### config.mk
export PLATFORM = sky130hd
export DESIGN_NAME = multiplicador_algoritmico
export DESIGN_NICKNAME = d
export VERILOG_FILES = /design/src/rtl/aritmetica_pkg.sv /design/src/rtl/complemento_a2.sv /design/src/rtl/multiplicador_algoritmico.sv
export SDC_FILE = /design/constraint.sdc
export NUM_CORES = 1
export LEC_CHECK = 0
export CORE_MARGIN = 8
export CORE_UTILIZATION = 55
export DETAILED_ROUTE_END_ITERATION = 10
export PLACE_DENSITY = 0.78
export SETUP_SLACK_MARGIN = 0.4
export SLEW_MARGIN = 10
export SYNTH_ARGS = -nofsm -noshare
export SYNTH_HDL_FRONTEND = slang
export SYNTH_SLANG_ARGS = --single-unit
### constraint.sdc
create_clock -name clk -period 5.4 [get_ports clk]
set_clock_uncertainty 0.1 [all_clocks]
set_input_delay 1.35 -clock clk [delete_from_list [all_inputs] [get_ports clk]]
set_output_delay 1.35 -clock clk [all_outputs]
set_load 0.05 [all_outputs]
### src/rtl/aritmetica_pkg.sv
// aritmetica_pkg
// Shared definitions for the algorithmic arithmetic blocks (multiplier and
// divider). Holds the default operand width and the control state encoding
// so that both blocks agree on it.
package aritmetica_pkg;

  // Default operand/result width for the arithmetic blocks
  localparam int TAMANYO_DEF = 32;

  // Sequencer states shared by the multiplier and the divider
  typedef enum logic [1:0] {
    IDLE = 2'd0,
    MUL  = 2'd1,
    FIX  = 2'd2
  } estado_t;

endpackage

### src/rtl/complemento_a2.sv
// complemento_a2
// Conditional two's-complement negation.
//   a   : input word, ancho bits
//   neg : when 1 the output is -a, otherwise a passes through
//   y   : result, ancho bits
// Negating the most negative value wraps to itself, which is exactly the
// unsigned magnitude 2^(ancho-1) needed when extracting operand magnitudes.
module complemento_a2 #(
  parameter int ancho = 32
) (
  input  logic [ancho-1:0] a,
  input  logic             neg,
  output logic [ancho-1:0] y
);

  assign y = neg ? (~a + {{(ancho-1){1'b0}}, 1'b1}) : a;

endmodule

### src/rtl/multiplicador_algoritmico.sv
// multiplicador_algoritmico
// Sequential shift-add multiplier computing num = coc*den + res, the inverse
// of the algorithmic divider, with the same start/done handshake.
//   clk   : clock, rising edge
//   rst_n : asynchronous active-low reset
//   start : request, sampled only while idle
//   coc   : signed multiplicand (quotient)
//   den   : signed multiplier (divisor)
//   res   : signed addend (remainder)
//   num   : low tamanyo bits of coc*den+res, registered
//   ovf   : full result does not fit in tamanyo signed bits, registered
//   done  : one-cycle completion pulse, tamanyo+1 edges after start is taken
import aritmetica_pkg::*;

module multiplicador_algoritmico #(
  parameter int tamanyo = TAMANYO_DEF
) (
  input  logic               clk,
  input  logic               rst_n,
  input  logic               start,
  input  logic [tamanyo-1:0] coc,
  input  logic [tamanyo-1:0] den,
  input  logic [tamanyo-1:0] res,
  output logic [tamanyo-1:0] num,
  output logic               ovf,
  output logic               done
);

  localparam int CW = $clog2(tamanyo + 1);

  estado_t              estado;
  logic [2*tamanyo-1:0] multiplicando;
  logic [2*tamanyo-1:0] acumulador;
  logic [tamanyo-1:0]   multiplicador;
  logic [tamanyo-1:0]   resto;
  logic                 signo;
  logic [CW-1:0]        contador;

  logic [tamanyo-1:0]   mag_coc;
  logic [tamanyo-1:0]   mag_den;
  logic [2*tamanyo-1:0] acc_fix;
  logic [2*tamanyo:0]   suma;
  logic                 desborde;

  // Unsigned magnitudes of the operands, taken straight from the inputs
  complemento_a2 #(.ancho(tamanyo)) u_mag_coc (
    .a   (coc),
    .neg (coc[tamanyo-1]),
    .y   (mag_coc)
  );

  complemento_a2 #(.ancho(tamanyo)) u_mag_den (
    .a   (den),
    .neg (den[tamanyo-1]),
    .y   (mag_den)
  );

  // Restore the product sign on the unsigned accumulator
  complemento_a2 #(.ancho(2*tamanyo)) u_signo (
    .a   (acumulador),
    .neg (signo),
    .y   (acc_fix)
  );

  // One extra bit so that the signed product plus the addend never wraps
  assign suma = {acc_fix[2*tamanyo-1], acc_fix}
              + {{(tamanyo+1){resto[tamanyo-1]}}, resto};

  // Representable only if every bit from the result msb upward is a copy
  // of the sign
  assign desborde = ~((&suma[2*tamanyo:tamanyo-1]) | ~(|suma[2*tamanyo:tamanyo-1]));

  // Control and datapath: capture in IDLE, tamanyo shift-add steps in MUL,
  // sign fix / addend / result registration in FIX. The step count never
  // depends on the data, so latency is fixed.
  always_ff @(posedge clk or negedge rst_n) begin
    if (!rst_n) begin
      estado        <= IDLE;
      multiplicando <= '0;
      acumulador    <= '0;
      multiplicador <= '0;
      resto         <= '0;
      signo         <= 1'b0;
      contador      <= '0;
      num           <= '0;
      ovf           <= 1'b0;
      done          <= 1'b0;
    end else begin
      done <= 1'b0;
      case (estado)
        IDLE: begin
          if (start) begin
            multiplicando <= {{tamanyo{1'b0}}, mag_coc};
            multiplicador <= mag_den;
            signo         <= coc[tamanyo-1] ^ den[tamanyo-1];
            resto         <= res;
            acumulador    <= '0;
            contador      <= CW'(tamanyo);
            estado        <= MUL;
          end
        end
        MUL: begin
          if (multiplicador[0]) begin
            acumulador <= acumulador + multiplicando;
          end
          multiplicando <= multiplicando << 1;
          multiplicador <= multiplicador >> 1;
          contador      <= contador - CW'(1);
          if (contador == CW'(1)) begin
            estado <= FIX;
          end
        end
        FIX: begin
          num    <= suma[tamanyo-1:0];
          ovf    <= desborde;
          done   <= 1'b1;
          estado <= IDLE;
        end
        default: estado <= IDLE;
      endcase
    end
  end

endmodule

==> flow_summary.yaml, run 1 <==
grt:
  grt_usage: 0.273
  antenna_found_initial: 0
  gr-max-usage-layer: "met2"
  grt_max_degree: 104
  gr-usage-met2: 0.437
  overflow: 0
  grt_pass1_vias: 17713
  grt_util_met1: 0.378
  grt_first_pass_wirelength_mm: 89.4
  grtUsageMet3: 0.0428
setup_path:
  crit_family: "simple AND/OR/NAND/NOR gates"
  slowest_delay_ns: 0.57
  worstPathArrival_ns: 6.16
  rrSetupSlack_ns: -0.45
  crit_fanout: 4
  cp.required_ns: 5.71
  critPathBufInv: 1
  setup.worst_path.start_class: "register"
  end_kind: "register"
  critPathKind: "register to register"
  r2r_end: "ovf"
  crit_chain: "or4_4 > nor4_4 > nand4b_4 > nor2_2 > nand2_1 > or4_4 > or3_4 > nand2b_4 > nand2b_4 > o41ai_4 > xnor2_1 > ha_1 > and3_1 > nand3_1 > nor3_2 > a31oi_1 > nand3_2 > buf_4 > xor2_1 > nor3_1 > nand3_1 > or4_1 > nor4_2 > a211oi_1"
  cp.depth: 24
  timing.rr.start: "acumulador[8]"
  reg2regPathDepth: 24
  critPathSlowestCell: "or4_4"
worst_hold_path:
  hold_path_class: "register to register"
  min_to: "num[30]"
  hold_depth: 2
  hp-start: "num[30]"
placement:
  port_buffers: 132
  gp_congestion: 1.00
  dp_hpwl_mm: 41.8
yosys:
  synth_flop_cell: "dfrtp_1"
  synth_edf_count: 0
  synthXorXnorAreaFrac: 0.112
  synthesis.nets: 2499
  async_flop_share: 1.00
  netlist-cell-type-count: 76
  syn_inst: 2265
  yosysSeqAreaShare: 0.318
  ys_ff_latch: 235
  synth_area_per_cell_um2: 8.16
  synth_compound_area_frac: 0.259
  synthAdderAreaFrac: 0.0922
  yosys.area_share.simple: 0.186
  ys_warn_count: 0
  netlist_area_um2: 18500
  synth_top_family_by_area: "compound AO/OA/AOI/OAI gates"
  synthMuxAreaShare: 0.00217
timing:
  slew_violations: 0
  setup_viol: 1
  worst_slack_ns: -0.446
  fmax_mhz: 171
  setup_tns_ns: -0.446
  relSlewSlack: 0.297
  period_share: 1.08
  tightest_slew_ns: 1.05
  final-hold-violation-count: 0
  rsz0062_at_grt: "yes"
  period_needed_ns: 5.85
floorplanning:
  io_pins: 133
  fp.dieH_um: 199
  fp-row-count: 67
  core-area_um2: 33400
  die_w_um: 199
  initial_core_util: 0.554
  die_area_um2: 39700
clock_network:
  cts_tree: "yes"
  clk_pin_slew_ns: 0.06
  ctsHoldBuffers: 0
  cts_buffers: 27
  cts-root-buf: "clkbuf_16"
  clock-sinks: 235
  clock_latency_ns: 0.56
  clockBufferDepth: 3
  cts_max_level: 1
cells_and_area:
  final_util: 0.693
  num_antenna_cells: 0
  multi_input_comb_area_um2: 12400
  fillers: 2759
  seq_area_um2: 5880
  synthToLayoutAreaGrowth_pct: 25.1
  nets: 2816
  drive_above_1_share: 0.146
run_status:
  status: "finished with violations"
  violations: "negative setup slack"
drt:
  antenna_left: 0
  firstDrtPassIters: 5
  vias: 18204
  vias_per_cell: 5.97
  wl_mm: 54.2
  wire_per_inst_um: 17.8
  drcViolationCount: 0
  dr.first_iter.drc_count: 1497
run:
  max_cap_violations: 0
## worst reg2reg max path, cell delays in order (launching register included)
cell and delay (ns):
dfrtp_1 0.37, or4_4 0.57, nor4_4 0.24, nand4b_4 0.15, nor2_2 0.13, nand2_1 0.07, or4_4 0.44, or3_4 0.37
nand2b_4 0.16, nand2b_4 0.17, o41ai_4 0.23, xnor2_1 0.18, ha_1 0.27, and3_1 0.18, nand3_1 0.15, nor3_2 0.08
a31oi_1 0.23, nand3_2 0.17, buf_4 0.17, xor2_1 0.14, nor3_1 0.18, nand3_1 0.12, or4_1 0.54, nor4_2 0.22
a211oi_1 0.07
## cell families after synthesis
kind of cell / after synthesis
adders and majority gates: 135
xor gates and xnor gates: 237
and+or+nand+nor: 739
buffers and inverters: 146
AOI/OAI and AO/OA: 769
muxes: 4
DFF: 235
## sequential cells by signal, summed over array words and instances, names as in the netlist
name	count
signo	1
resto	32
acumulador	64
multiplicando	64
num	32
multiplicador	32
done	1
estado	2
contador	6
ovf	1
## how the worst max path moves through the flow
| stage | start | slack [ns] | to |
|---|---|---|---|
| CTS | acumulador[8] | -0.46 | ovf |
| detailed placement | acumulador[11] | -0.53 | ovf |
| finish | acumulador[8] | -0.45 | ovf |
| floorplan | acumulador[9] | -0.25 | ovf |
| global placement | acumulador[11] | -0.49 | ovf |
| global route | acumulador[8] | -0.74 | ovf |
## stage by stage
stage	hold WS [ns]	cell area [µm²]	instances	setup slack (ns)
finish	0.374	23100	3049	-0.446
global route	0.401	23100	3049	-0.738
CTS	0.379	23000	3045	-0.464
detailed placement	0.361	21900	2990	-0.532
global placement	0.361	21900	2990	-0.488
floorplan	0.346	18500	2265	-0.252
## cell type report
class / instances / area share
timing repair buffer: 389 / 0.141
sequential: 235 / 0.254
inverter: 45 / 0.00730
tap: 448 / 0.0242
clock inverter: 9 / 0.00373
multi-input combinational: 1884 / 0.535
clock buffer: 39 / 0.0338
## synth_stat cells, types with 36 or more instances
cell	number	area share
nand2_1	402	0.082
o21ai_0	290	0.078
dfrtp_1	235	0.32
a21oi_1	143	0.039
ha_1	133	0.090
xnor2_1	126	0.060
xor2_1	111	0.053
nor2_1	97	0.020
clkbuf_1	96	0.019
a21o_1	68	0.028
a22oi_1	59	0.024
inv_1	45	0.0091
o31ai_1	42	0.017
nand3_1	37	0.010
nand4_1	36	0.012
## routing by layer
metal | vias up | share of wire | routed length [µm]
met2 | 637 | 0.45 | 24300
met1 | 8577 | 0.46 | 24800
met4 | 0 | 0.025 | 1380
met5 | - | 0 | 0
li1 | 8887 | - | -
met3 | 103 | 0.068 | 3680
## what timing repair did
item / 4_1_cts / 5_1_grt
setup endpoints to repair: 1 / 5
resized for setup: 39 / 20
buffers inserted: 7 / 4
pin swaps: 23 / 7
## cells in the final DEF (no fill, tap or decap), types with 14 or more instances in the layout
cell and count:
o41ai_1 16, nor2_1 93, nor3_1 18, a31oi_1 16, o21ai_0 281, and2_1 14
nand4_1 36, ha_1 132, nand2_1 399, dfrtp_1 234, xor2_1 110, nand2b_1 16
or4_1 22, clkdlybuf4s50_1 131, inv_1 44, clkbuf_16 27, a211oi_1 16, o31ai_1 37
a21oi_1 138, xnor2_1 125, a22oi_1 59, buf_4 256, a21o_1 68, nor2b_1 15
nand3_1 36
Power of run 1 is not shown: default switching activity piles up to over one toggle a cycle in this logic, so the estimate is an artifact.
==> run 2, diff against run 1 <==
--- a/config.mk
+++ b/config.mk
@@ -10,7 +10,6 @@
 export DETAILED_ROUTE_END_ITERATION = 10
 export PLACE_DENSITY = 0.78
 export SETUP_SLACK_MARGIN = 0.4
-export SLEW_MARGIN = 10
 export SYNTH_ARGS = -nofsm -noshare
 export SYNTH_HDL_FRONTEND = slang
 export SYNTH_SLANG_ARGS = --single-unit
==> results of run 2 <==
Final layout, timing and power as in run 1 (identical DEF).
Power of run 2 is left out for the same reason.
==> RTL edit, RTL diff (config.mk and constraints of run 1) <==
Register the input `coc` before use. The logic sees it one clock later. The other inputs are not delayed to match. Comments in the files are not updated.
--- a/src/rtl/multiplicador_algoritmico.sv
+++ b/src/rtl/multiplicador_algoritmico.sv
@@ -28,6 +28,12 @@
 
   localparam int CW = $clog2(tamanyo + 1);
 
+  logic [tamanyo-1:0] coc_q;
+
+  always_ff @(posedge clk) begin
+    coc_q <= coc;
+  end
+
   estado_t              estado;
   logic [2*tamanyo-1:0] multiplicando;
   logic [2*tamanyo-1:0] acumulador;
@@ -44,8 +50,8 @@
 
   // Unsigned magnitudes of the operands, taken straight from the inputs
   complemento_a2 #(.ancho(tamanyo)) u_mag_coc (
-    .a   (coc),
-    .neg (coc[tamanyo-1]),
+    .a   (coc_q),
+    .neg (coc_q[tamanyo-1]),
     .y   (mag_coc)
   );
 
@@ -92,7 +98,7 @@
           if (start) begin
             multiplicando <= {{tamanyo{1'b0}}, mag_coc};
             multiplicador <= mag_den;
-            signo         <= coc[tamanyo-1] ^ den[tamanyo-1];
+            signo         <= coc_q[tamanyo-1] ^ den[tamanyo-1];
             resto         <= res;
             acumulador    <= '0;
             contador      <= CW'(tamanyo);
Check against the original RTL: same outputs for any inputs over 10 cycles, from zero or initial values and one cycle with rst_n low; that may be too few to reach the edited logic, so the function may still have changed.
==> RTL edit against run 1 <==
The flow still finishes with violations (setup timing). Worst setup slack improved by 0.21 ns. Area after synthesis increased by 9.0%. Synthesized cell count increased by 7.9%. Final area increased by 5.1%. First-iteration DRC count decreased by 2.0%. Die area increased by 8.2%. Routed wire length increased by 5.3%. Sequential cell count increased by 32.
Power is left out: the tool's default activity adds up to more than one toggle a clock period on the data nets, which glitch-free logic cannot reach.
==> RTL edit: results (changes against run 1) <==
Buffers excl. clock 335 (-14%); first-pass GRT wire length 93600 microns (+4.7%); post-synth cell types 95 (+25%); Multi-input comb cells 2003 (+6.3%); worst r2r src acumulador[9]$_DFFE_PN0P_; largest cells by area after synthesis dfrtp_1, ha_1, nand2_1, o21ai_0, xnor2_1; sequential portion of the cell area 26.8% (+1.4 points); placed insts 3117 (+4.2%); violation count after the first detailed-route iteration 1467 (-2.0%); met2 wire length 25500 microns (+5.0%); HP Start num[1]$_DFFE_PN0P_; WL final 57000 microns (+5.3%); fin worst setup slack -0.237 ns (+0.208 ns); post-CTS setup buffer count 1 (-6); Mapped Nets 2678 (+7.2%); vias in the first global route 18480 (+4.3%); post-DR vias/cell 6.07 (+1.7%); wire length on met3 3460 microns (-6.1%); CLK BUF 40 (+2.6%); WHS Endpoint num[1]$_DFFE_PN0P_; Final HPWL DP 44400 microns (+6.3%); worst path arrival time 6.00 ns (-0.16 ns); TritonCTS sink count 267 (+14%); Filler cells 3006 (+9.0%); global-route met3 utilization 3.23% (-1.0 points); cts bufs inserted 29 (+7.4%); WL met1 26800 microns (+8.2%); met1 Use GR 36.3% (-1.5 points); Post-synth top cells nand2_1, o21ai_0, dfrtp_1, a21oi_1, ha_1; Data buffer area share 11.7% (-2.4 points); nets 2920 (+3.7%); largest fanout on the critical path 3 (-1); status finished with violations; failing checks setup timing; layout cells sized above 1 11.8% (-2.8 points); GPL Wtd Cong 0.966 (-3.6%); post-CTS sizing 8 (-79%); multi-input logic portion of the cell area 53.8% (+0.25 points); final setup fails 1 (unchanged)
-- RTL edit: cell families (layout without fill, tap and decap cells) --
logic type	after synthesis	count (layout)	synth area share, %
buffers and inverters	174	439	3.38
AOI/OAI and AO/OA	838	838	26.9
adders and majority gates	135	135	8.46
DFF	267	267	32.4
and+or+nand+nor	806	806	19.1
muxes	5	5	0.255
xor gates and xnor gates	219	219	9.52
-- RTL edit: stage by stage --
step	utilization, %	hold WS, ns	instance area [sq um]	setup slack [ns]	TNS, ns
2_1_floorplan	-	0.352	20200	0.121	0
3_3_place_gp	63.5	0.361	23100	-0.107	-0.107
3_5_place_dp	63.5	0.364	23100	-0.149	-0.149
4_1_cts	66.7	0.378	24200	-0.0856	-0.0856
5_1_grt	66.8	0.400	24300	-0.567	-0.567
6_report	66.8	0.380	24300	-0.237	-0.237
